**config.mk**
```make
export PLATFORM = sky130hd
export DESIGN_NAME = load_store_unit
export DESIGN_NICKNAME = d
export VERILOG_FILES = /design/src/rtl/mem_pkg.sv /design/src/rtl/lsu_lane_align.sv /design/src/rtl/load_store_unit.sv
export SDC_FILE = /design/constraint.sdc
export NUM_CORES = 1
export LEC_CHECK = 0
export CORE_ASPECT_RATIO = 1.4
export CORE_UTILIZATION = 45
export CTS_BUF_LIST = sky130_fd_sc_hd__clkbuf_8
export DETAILED_ROUTE_END_ITERATION = 8
export GPL_TIMING_DRIVEN = 0
export PLACE_DENSITY = 0.77
export SYNTH_ARGS = -nofsm -noshare
export SYNTH_HDL_FRONTEND = slang
export SYNTH_SLANG_ARGS = --single-unit
export TNS_END_PERCENT = 100
```
**constraint.sdc**
```tcl
create_clock -name clk -period 5.5 [get_ports clk]
set_input_delay 1.1 -clock clk [delete_from_list [all_inputs] [get_ports clk]]
set_output_delay 1.1 -clock clk [all_outputs]
set_load 0.01 [all_outputs]
```
**src/rtl/mem_pkg.sv**
```systemverilog
// Shared encodings for the data-memory load/store path: access sizes,
// controller states and the captured request control fields.
package mem_pkg;

  localparam int LANES = 4;

  localparam logic [1:0] SZ_BYTE = 2'd0;
  localparam logic [1:0] SZ_HALF = 2'd1;
  localparam logic [1:0] SZ_WORD = 2'd2;
  localparam logic [1:0] SZ_ILL  = 2'd3;

  typedef enum logic [1:0] {
    IDLE    = 2'd0,
    RD_WORD = 2'd1,
    WR_WORD = 2'd2,
    RESP    = 2'd3
  } lsu_state_e;

  typedef struct packed {
    logic       we;
    logic [1:0] size;
    logic       is_unsigned;
  } req_ctrl_t;

endpackage

```
**src/rtl/lsu_lane_align.sv**
```systemverilog
// Little-endian lane steering shared by both access paths: extracts and
// extends a load from the memory word, and merges a sub-word store into it.
module lsu_lane_align
  import mem_pkg::*;
(
  input  logic [1:0]  size,
  input  logic [1:0]  addr_lo,
  input  logic        is_unsigned,
  input  logic [31:0] rd,
  input  logic [31:0] wdata,
  output logic [31:0] load_data,
  output logic [31:0] store_word
);

  logic [7:0]       lane_byte;
  logic [15:0]      lane_half;
  logic             sext;
  logic [LANES-1:0] byte_en;
  logic [31:0]      wdata_rep;

  assign lane_byte = rd[{addr_lo, 3'b000} +: 8];
  assign lane_half = addr_lo[1] ? rd[31:16] : rd[15:0];
  assign sext      = ~is_unsigned;

  // NOTE: every output of a combinational block gets a default first, so no path leaves it unassigned and no latch is inferred.
  always_comb begin
    load_data = rd;
    case (size)
      SZ_BYTE: load_data = {{24{sext & lane_byte[7]}}, lane_byte};
      SZ_HALF: load_data = {{16{sext & lane_half[15]}}, lane_half};
      default: load_data = rd;
    endcase
  end

  // Replicate the right-aligned store data into every lane, then let the
  // byte enables pick which lanes replace the word read from memory.
  always_comb begin
    byte_en   = '1;
    wdata_rep = wdata;
    case (size)
      SZ_BYTE: begin
        byte_en   = LANES'(1) << addr_lo;
        wdata_rep = {4{wdata[7:0]}};
      end
      SZ_HALF: begin
        byte_en   = addr_lo[1] ? 4'b1100 : 4'b0011;
        wdata_rep = {2{wdata[15:0]}};
      end
      default: begin
        byte_en   = '1;
        wdata_rep = wdata;
      end
    endcase
  end

  always_comb begin
    store_word = rd;
    for (int i = 0; i < LANES; i++) begin
      store_word[8*i +: 8] = byte_en[i] ? wdata_rep[8*i +: 8] : rd[8*i +: 8];
    end
  end

endmodule

```
**src/rtl/load_store_unit.sv**
```systemverilog
// Single-outstanding load/store initiator for a word-addressed data memory;
// sub-word stores are done as a read-modify-write of the containing word.
module load_store_unit
  import mem_pkg::*;
#(
  parameter int ADDR_W = 32,
  parameter int DATA_W = 32
) (
  input  logic              clk,
  input  logic              reset,
  input  logic              req_valid,
  output logic              req_ready,
  input  logic              req_we,
  input  logic [1:0]        req_size,
  input  logic              req_unsigned,
  input  logic [ADDR_W-1:0] req_addr,
  input  logic [DATA_W-1:0] req_wdata,
  output logic              resp_valid,
  input  logic              resp_ready,
  output logic [DATA_W-1:0] resp_rdata,
  output logic              resp_err,
  output logic [ADDR_W-1:0] A,
  output logic [DATA_W-1:0] WD,
  output logic              WE,
  input  logic [DATA_W-1:0] RD
);

  lsu_state_e        state_q, state_d;
  req_ctrl_t         ctrl_q, ctrl_d;
  logic [1:0]        lo_q, lo_d;
  logic [DATA_W-1:0] wdata_q, wdata_d;
  logic [ADDR_W-1:0] a_q, a_d;
  logic [DATA_W-1:0] wd_q, wd_d;
  logic [DATA_W-1:0] rdata_q, rdata_d;
  logic              err_q, err_d;

  logic              misaligned;
  logic [DATA_W-1:0] load_data;
  logic [DATA_W-1:0] store_word;

  assign misaligned = (req_size == SZ_ILL)
                    | ((req_size == SZ_HALF) & req_addr[0])
                    | ((req_size == SZ_WORD) & (req_addr[1:0] != 2'b00));

  lsu_lane_align u_align (
    .size        (ctrl_q.size),
    .addr_lo     (lo_q),
    .is_unsigned (ctrl_q.is_unsigned),
    .rd          (RD),
    .wdata       (wdata_q),
    .load_data   (load_data),
    .store_word  (store_word)
  );

  always_comb begin
    state_d = state_q;
    ctrl_d  = ctrl_q;
    lo_d    = lo_q;
    wdata_d = wdata_q;
    a_d     = a_q;
    wd_d    = wd_q;
    rdata_d = rdata_q;
    err_d   = err_q;

    case (state_q)
      IDLE: begin
        if (req_valid) begin
          ctrl_d  = '{we: req_we, size: req_size, is_unsigned: req_unsigned};
          lo_d    = req_addr[1:0];
          wdata_d = req_wdata;
          rdata_d = '0;
          err_d   = misaligned;
          if (misaligned) begin
            // Rejected requests never touch the memory port, A included.
            state_d = RESP;
          end else begin
            a_d = {2'b00, req_addr[ADDR_W-1:2]};
            if (req_we && (req_size == SZ_WORD)) begin
              wd_d    = req_wdata;
              state_d = WR_WORD;
            end else begin
              state_d = RD_WORD;
            end
          end
        end
      end

      RD_WORD: begin
        if (ctrl_q.we) begin
          wd_d    = store_word;
          state_d = WR_WORD;
        end else begin
          rdata_d = load_data;
          state_d = RESP;
        end
      end

      WR_WORD: state_d = RESP;

      RESP: begin
        if (resp_ready) state_d = IDLE;
      end

      default: state_d = IDLE;
    endcase
  end

  // NOTE: non-blocking assignments make every flop sample pre-edge values, independent of block ordering.
  always_ff @(posedge clk or negedge reset) begin
    if (!reset) begin
      state_q <= IDLE;
      ctrl_q  <= '0;
      lo_q    <= '0;
      wdata_q <= '0;
      a_q     <= '0;
      wd_q    <= '0;
      rdata_q <= '0;
      err_q   <= 1'b0;
    end else begin
      state_q <= state_d;
      ctrl_q  <= ctrl_d;
      lo_q    <= lo_d;
      wdata_q <= wdata_d;
      a_q     <= a_d;
      wd_q    <= wd_d;
      rdata_q <= rdata_d;
      err_q   <= err_d;
    end
  end

  // WE decodes straight from the state so an asynchronous reset drops it at once.
  assign req_ready  = (state_q == IDLE);
  assign resp_valid = (state_q == RESP);
  assign WE         = (state_q == WR_WORD);
  assign A          = a_q;
  assign WD         = wd_q;
  assign resp_rdata = rdata_q;
  assign resp_err   = err_q;

endmodule
```
After elaboration in Yosys (flattened, before gate mapping)
Cells that the tools add are included.
{"block": "totals", "register_bits": 135, "in_bits": 104, "word_cells": 66, "output_inout_bits": 100}
{"block": "op_classes", "n_bitwise": 8, "reduce_logical": 10, "shift": 2, "eq_ne": 13, "n_mux": 23}
{"operator": "case mux 32 bit (2 select lines)", "n": 4}
{"operator": "two-way mux 32 bit", "n": 6}
{"operator": "two-way mux 8 bit", "n": 4}
{"operator": "variable part select 32 x 6 -> 8 bit", "n": 1}
{"operator": "two-way mux 16 bit", "n": 1}
{"operator": "== test 2 bit, second input constant", "n": 4}
{"operator": "two-way mux 2 bit", "n": 4}
{"operator": "inequality test 2 bit, second input constant", "n": 4}
{"operator": "case mux 2 bit (4 select lines)", "n": 1}
{"operator": "case mux 4 bit (2 select lines)", "n": 1}
{"operator": "== test 2 x 1 -> 1 bit, second input constant", "n": 3}
{"operator": "AND reduction 3 bit", "n": 2}
{"operator": "AND reduction 5 bit", "n": 1}
{"operator": "AND 1 bit", "n": 4}
{"operator": "logical NOT 2 bit", "n": 2}
{"operator": "two-way mux 4 bit", "n": 1}
{"operator": "inequality test 2 x 1 -> 1 bit, second input constant", "n": 2}
{"operator": "AND reduction 2 bit", "n": 2}
{"operator": "nonzero test 2 bit", "n": 2}
{"operator": "left shift 1 x 2 -> 4 bit, first input constant", "n": 1}
{"operator": "NOT 1 bit", "n": 2}
{"operator": "bitwise OR 1 bit", "n": 2}
{"operator": "logical AND 1 bit", "n": 1}
{"operator": "two-way mux 1 bit", "n": 1}

Depth between registers and ports, before layout
{"block": "logic_depth", "word_depth": 7, "ltp_mapped": 9, "mapped_depth_nobuf": 6}

Hierarchy
A second synthesis with hierarchy kept.
{"block": "hier_totals", "hier_cells": 591, "hier_area_um2": 7119.3}
{"module": "load_store_unit", "n_inst": 1, "seq_area_each_um2": 3378.2, "area_per_inst_um2": 5504.0, "cells_per_inst": 393}
{"module": "lsu_lane_align", "n_inst": 1, "seq_area_each_um2": 0.0, "area_per_inst_um2": 1615.3, "cells_per_inst": 198}

Worst setup path before layout
No wires, ideal clock.
{"block": "synth_timing", "path_type": "input port to flip-flop", "from": "in RD[23]", "to": "reg rdata_q[21], in the netlist resp_rdata[21]", "required_ps": 5436, "path_stages": 5, "arrival_ps": 2411, "n_path_buf": 1, "slack_ps": 3025, "setup_time_ps": 64, "path_cell_list": "or3b_1 > a32o_1 > a2111oi_4 > buf_6 > a221o_2"}
{"block": "synth_between", "elab_chain_len": 5}
{"element": "from (decl)", "line_no": "load_store_unit.sv:25", "text": "input logic [DATA_W-1:0] RD"}
{"element": "variable part select 32 x 6 -> 8 bit", "line_no": "lsu_lane_align.sv:21", "text": "assign lane_byte = rd[{addr_lo, 3'b000} +: 8];"}
{"element": "AND 1 bit", "line_no": "lsu_lane_align.sv:29", "text": "SZ_BYTE: load_data = {{24{sext & lane_byte[7]}}, lane_byte};"}
{"element": "case mux 32 bit (2 select lines)", "line_no": "lsu_lane_align.sv:28", "text": "case (size)"}
{"element": "two-way mux 32 bit", "line_no": "load_store_unit.sv:89", "text": "if (ctrl_q.we) begin"}
{"element": "case mux 32 bit (2 select lines)", "line_no": "load_store_unit.sv:65", "text": "case (state_q)"}
{"element": "to (signal assigned)", "line_no": "load_store_unit.sv:126", "text": "rdata_q <= rdata_d;"}
{"element": "to (decl)", "line_no": "load_store_unit.sv:34", "text": "logic [DATA_W-1:0] rdata_q, rdata_d;"}
Every way passes these cells. The select of a mux whose other input is x is not followed.
A chain may end at the register's enable or synchronous reset.

Worst setup path after layout
{"block": "layout_timing", "from": "in req_size[0]", "to": "reg wd_q[13], in the netlist WD[13]"}
{"block": "layout_between", "elab_chain_len": 6, "word_cells_on_any_way": 11, "cone_classes": "5 x eq/ne; 4 x bitwise; 2 x reduce/logical"}
{"element": "from (decl)", "line_no": "load_store_unit.sv:14", "text": "input logic [1:0] req_size,"}
{"element": "== test 2 x 1 -> 1 bit", "line_no": "load_store_unit.sv:42", "text": "| ((req_size == SZ_HALF) & req_addr[0])"}
{"element": "AND 1 bit", "line_no": "load_store_unit.sv:42"}
{"element": "bitwise OR 1 bit", "line_no": "load_store_unit.sv:42"}
{"element": "bitwise OR 1 bit", "line_no": "load_store_unit.sv:43", "text": "| ((req_size == SZ_WORD) & (req_addr[1:0] != 2'b00));"}
{"element": "inequality test 2 bit (no line)"}
{"element": "AND reduction 5 bit (no line) *"}
{"element": "to (signal assigned)", "line_no": "load_store_unit.sv:125", "text": "wd_q <= wd_d;"}
{"element": "to (decl)", "line_no": "load_store_unit.sv:33", "text": "logic [DATA_W-1:0] wd_q, wd_d;"}
Every way passes the cells marked *; elsewhere a longest branch is shown, timed or not.

==> flow_metrics.env <==
export IMPL_rrSetupSlack_ns=2.79
export IMPL_critPathBufInv=2
export IMPL_place_gp_congestion=0.955
export IMPL_synth_top_family_by_area="compound AO/OA/AOI/OAI gates"
export IMPL_mostFrequentLayoutCell="clkdlybuf4s50_1"
export IMPL_grt_pass1_vias=6546
export IMPL_hpwl_mm=18.1
export IMPL_avgSynthCellArea_sq_um=11.1
export IMPL_numCtsBuffers=17
export IMPL_pre_cts_ws_ns=1.88
export IMPL_crit_path_start_kind="primary input"
export IMPL_seq_power_share=0.296
export IMPL_postRouteAntennaNets=0
export IMPL_peakVddDrop_v=0.000330
export IMPL_design_area_sq_um=9660
export IMPL_viasPerCell=5.98
export IMPL_drv_slew=0
export IMPL_reg2reg_from="state_q[1]"
export IMPL_yosys_top_cells_area="dfrtp_1, mux2_2, a221oi_1"
export IMPL_num_vias=6291
export IMPL_syn_cell_area_sq_um=6920
export IMPL_skew_ns=0.00845
export IMPL_wl_met1_mm=8.73
export IMPL_hp_start="resp_rdata[8]"
export IMPL_p_clk_frac=0.157
export IMPL_outcome="complete, no violations"
export IMPL_wl_met3_mm=1.42
export IMPL_cp_num_cells=6
export IMPL_drive_gt1_frac=0.183
export IMPL_synth_compound_area_frac=0.232
export IMPL_min_path_cells=2
export IMPL_wl_met2_mm=11.9
export IMPL_worstSetupPathType="primary input to flip-flop"
export IMPL_antenna_found_initial=0
export IMPL_area_growth_pct=39.6
export IMPL_antennaDiodeCount=0
export IMPL_maxCapViolCount=0
export IMPL_fp_dieArea_sq_um=15900
export IMPL_clk_latency_ns=0.46
export IMPL_cts_tree="done"
export IMPL_layout_common_cells="clkdlybuf4s50_1, dfrtp_1, mux2_2"
export IMPL_grt_pass1_wl_mm=35.7
export IMPL_crit_path_max_fanout=10
export IMPL_r2r_end="WD[13]"
export IMPL_fin_tns_setup_ns=0
export IMPL_netlist_instances=625
export IMPL_synth_cell_types=56
export IMPL_max_freq_mhz=314
export IMPL_p_sw_mw=2.42
export IMPL_top_layer_used="met4"
export IMPL_synth_top_area_cell="dfrtp_1"
export IMPL_ys_ff_latch=135
export IMPL_relSlewSlack=0.310
export IMPL_pin_count=204
export IMPL_portBuffers=201
export IMPL_worstPathArrival_ns=3.51
export IMPL_place_area_sq_um=9200
export IMPL_drc=0
export IMPL_intPower_mw=3.63
export IMPL_core_area_sq_um=15100
export IMPL_hold_buffers=0
export IMPL_p_comb_frac=0.547
export IMPL_clkSlewWorstSetupHoldPaths_ns=0.08
export IMPL_hold_viol_final=0
export IMPL_cp_end_kind="flip-flop"
export IMPL_cellPowerDensity_nw_per_um2=627
export IMPL_drt_wirelength_per_cell_um=22.1
export IMPL_start_util=0.460
export IMPL_grtUsageTotal=0.301
export IMPL_hold_class="flip-flop to flip-flop"
export IMPL_die_x_um=107
export IMPL_hold_end="resp_rdata[8]"
export IMPL_drt_iter0_markers=637
export IMPL_synthSimpleGateAreaFrac=0.0747
export IMPL_timing_final_ws_setup_ns=2.31
export IMPL_critical_path_required_ns=5.82
export IMPL_setup_viol=0
export IMPL_rows=53
export IMPL_fin_nets=955
export IMPL_worst_r2r_cell_count=9
export IMPL_cts_setup_buffers=0
export IMPL_cp_cell_sequence="clkdlybuf4s50_1 -> nor3_2 -> a41oi_1 -> nor2_1 -> buf_2 -> a31oi_1"
export IMPL_rsz0062_at_grt="false"
export IMPL_fin_crit_ns=3.19
export IMPL_slowest_stage="nor2_1"
export IMPL_yosysWarnings=0
export IMPL_ys_flop_type="dfrtp_1"
export IMPL_period_share=0.580
export IMPL_dr_pass1_iters=7
export IMPL_synth_area_mux_share=0.149
export IMPL_slowest_delay_ns=0.57
export IMPL_synth_xor_area_frac=0
export IMPL_overflow=0
export IMPL_synth_top_area_share=0.488
export IMPL_cp_top_family="simple AND/OR/NAND/NOR gates"
export IMPL_synthArstFlopShare=1.00
export IMPL_die_h_um=149
export IMPL_cts_htree_levels=4
export IMPL_synth_adder_area_share=0.00723
export IMPL_cts_sinks=135
export IMPL_grt_max_degree=99
export IMPL_routed_wl_mm=23.2
export IMPL_cts_root_buf="clkbuf_8"
export IMPL_worst_pin_slew_ns=1.02
export IMPL_leakage_nw=4.00
export IMPL_clock_path_buffers=2
export IMPL_post_cts_resize_count=0
export IMPL_swShare=0.400
export IMPL_ys_seq_area_frac=0.488
export IMPL_worstSetupStartpoint="req_size[0]"
export IMPL_synth_edff_count=0
==> worst reg2reg max path, stage by stage (launching register included) <==
cell and delay [ns]:
dfrtp_1 0.40, inv_1 0.11, ha_1 0.15, buf_2 0.18, nor2b_1 0.44, or2_2 0.22, clkbuf_1 0.35, nor2_1 0.23
buf_2 0.30, a31oi_1 0.22
==> area by class of cell <==
cell class / instances / area (sq um)
inverters: 16 / 60.1
plain buffers: 56 / 272
multi-input cells: 419 / 3210
fillers: 1187 / 5400
well taps: 192 / 240
repair buffers: 202 / 2040
clock inverters: 14 / 206
flip-flops and latches: 135 / 3380
clock buffers: 18 / 248
==> registers in the layout, indices dropped and copies added (netlist names) <==
signal / flops
WD: 32
resp_rdata: 32
wdata_q: 32
A: 30
ctrl_q: 4
lo_q: 2
state_q: 2
resp_err: 1
==> power by group through the flow <==
stage          clock network [mW]  registers [mW]  logic (mW)
2_1_floorplan                   0            1.85        1.83
3_3_place_gp                    0            1.77        3.17
3_5_place_dp                    0            1.80        3.27
4_1_cts                     0.959            1.78        3.29
5_1_grt                      1.01            1.84        3.54
6_report                    0.951            1.79        3.31
==> worst max-delay path by stage <==
stage	to	slack, ns
after floorplan	resp_rdata[21]	3.03
after global placement	resp_rdata[26]	-1.74
after detailed placement	WD[13]	1.88
after CTS	WD[13]	2.37
after global routing	WD[9]	2.22
final	WD[13]	2.31
==> cell usage after synthesis, types with 2 or more instances <==
library cell / number
inv_1: 16
o31ai_1: 16
clkbuf_2: 2
a21o_1: 17
nor2_1: 22
a221oi_1: 24
o32a_1: 8
and2_1: 3
a221o_2: 16
o211ai_1: 2
a31oi_1: 8
buf_6: 3
o31a_1: 8
o21ai_0: 37
nor2b_1: 11
nand2b_1: 3
a211oi_1: 23
ha_1: 4
dfrtp_1: 135
buf_2: 8
mux2_2: 82
or3b_1: 2
o21a_1: 2
clkbuf_1: 37
o22ai_1: 8
nor3_1: 2
mux2i_1: 11
or4_1: 2
a21oi_1: 15
a22o_1: 16
buf_4: 3
nand2_1: 55
==> cells by family after synthesis <==
kind of cell / Yosys count
AO/OA/AOI/OAI: 210
multiplexers: 93
adder cells (fa/ha/maj): 4
buffers and inverters: 72
AND/OR/NAND/NOR: 110
flip-flops: 135
other: 1
==> layer usage <==
metal	up-vias	global-route usage
met2	315	0.513
li1	2788	-
met3	66	0.0561
met5	-	0
met4	0	0.164
met1	3122	0.356
==> stage by stage <==
stage / power [mW] / cells / hold slack (ns) / util
after CTS: 6.03 / 1052 / 0.493 / 0.642
after global routing: 6.38 / 1052 / 0.527 / 0.642
after floorplan: 3.68 / 626 / 0.472 / -
final: 6.05 / 1052 / 0.490 / 0.642
after detailed placement: 5.06 / 1020 / 0.476 / 0.611
after global placement: 4.94 / 1019 / 0.468 / 0.610
No activity file was read; power rests on OpenSTA's default activity.
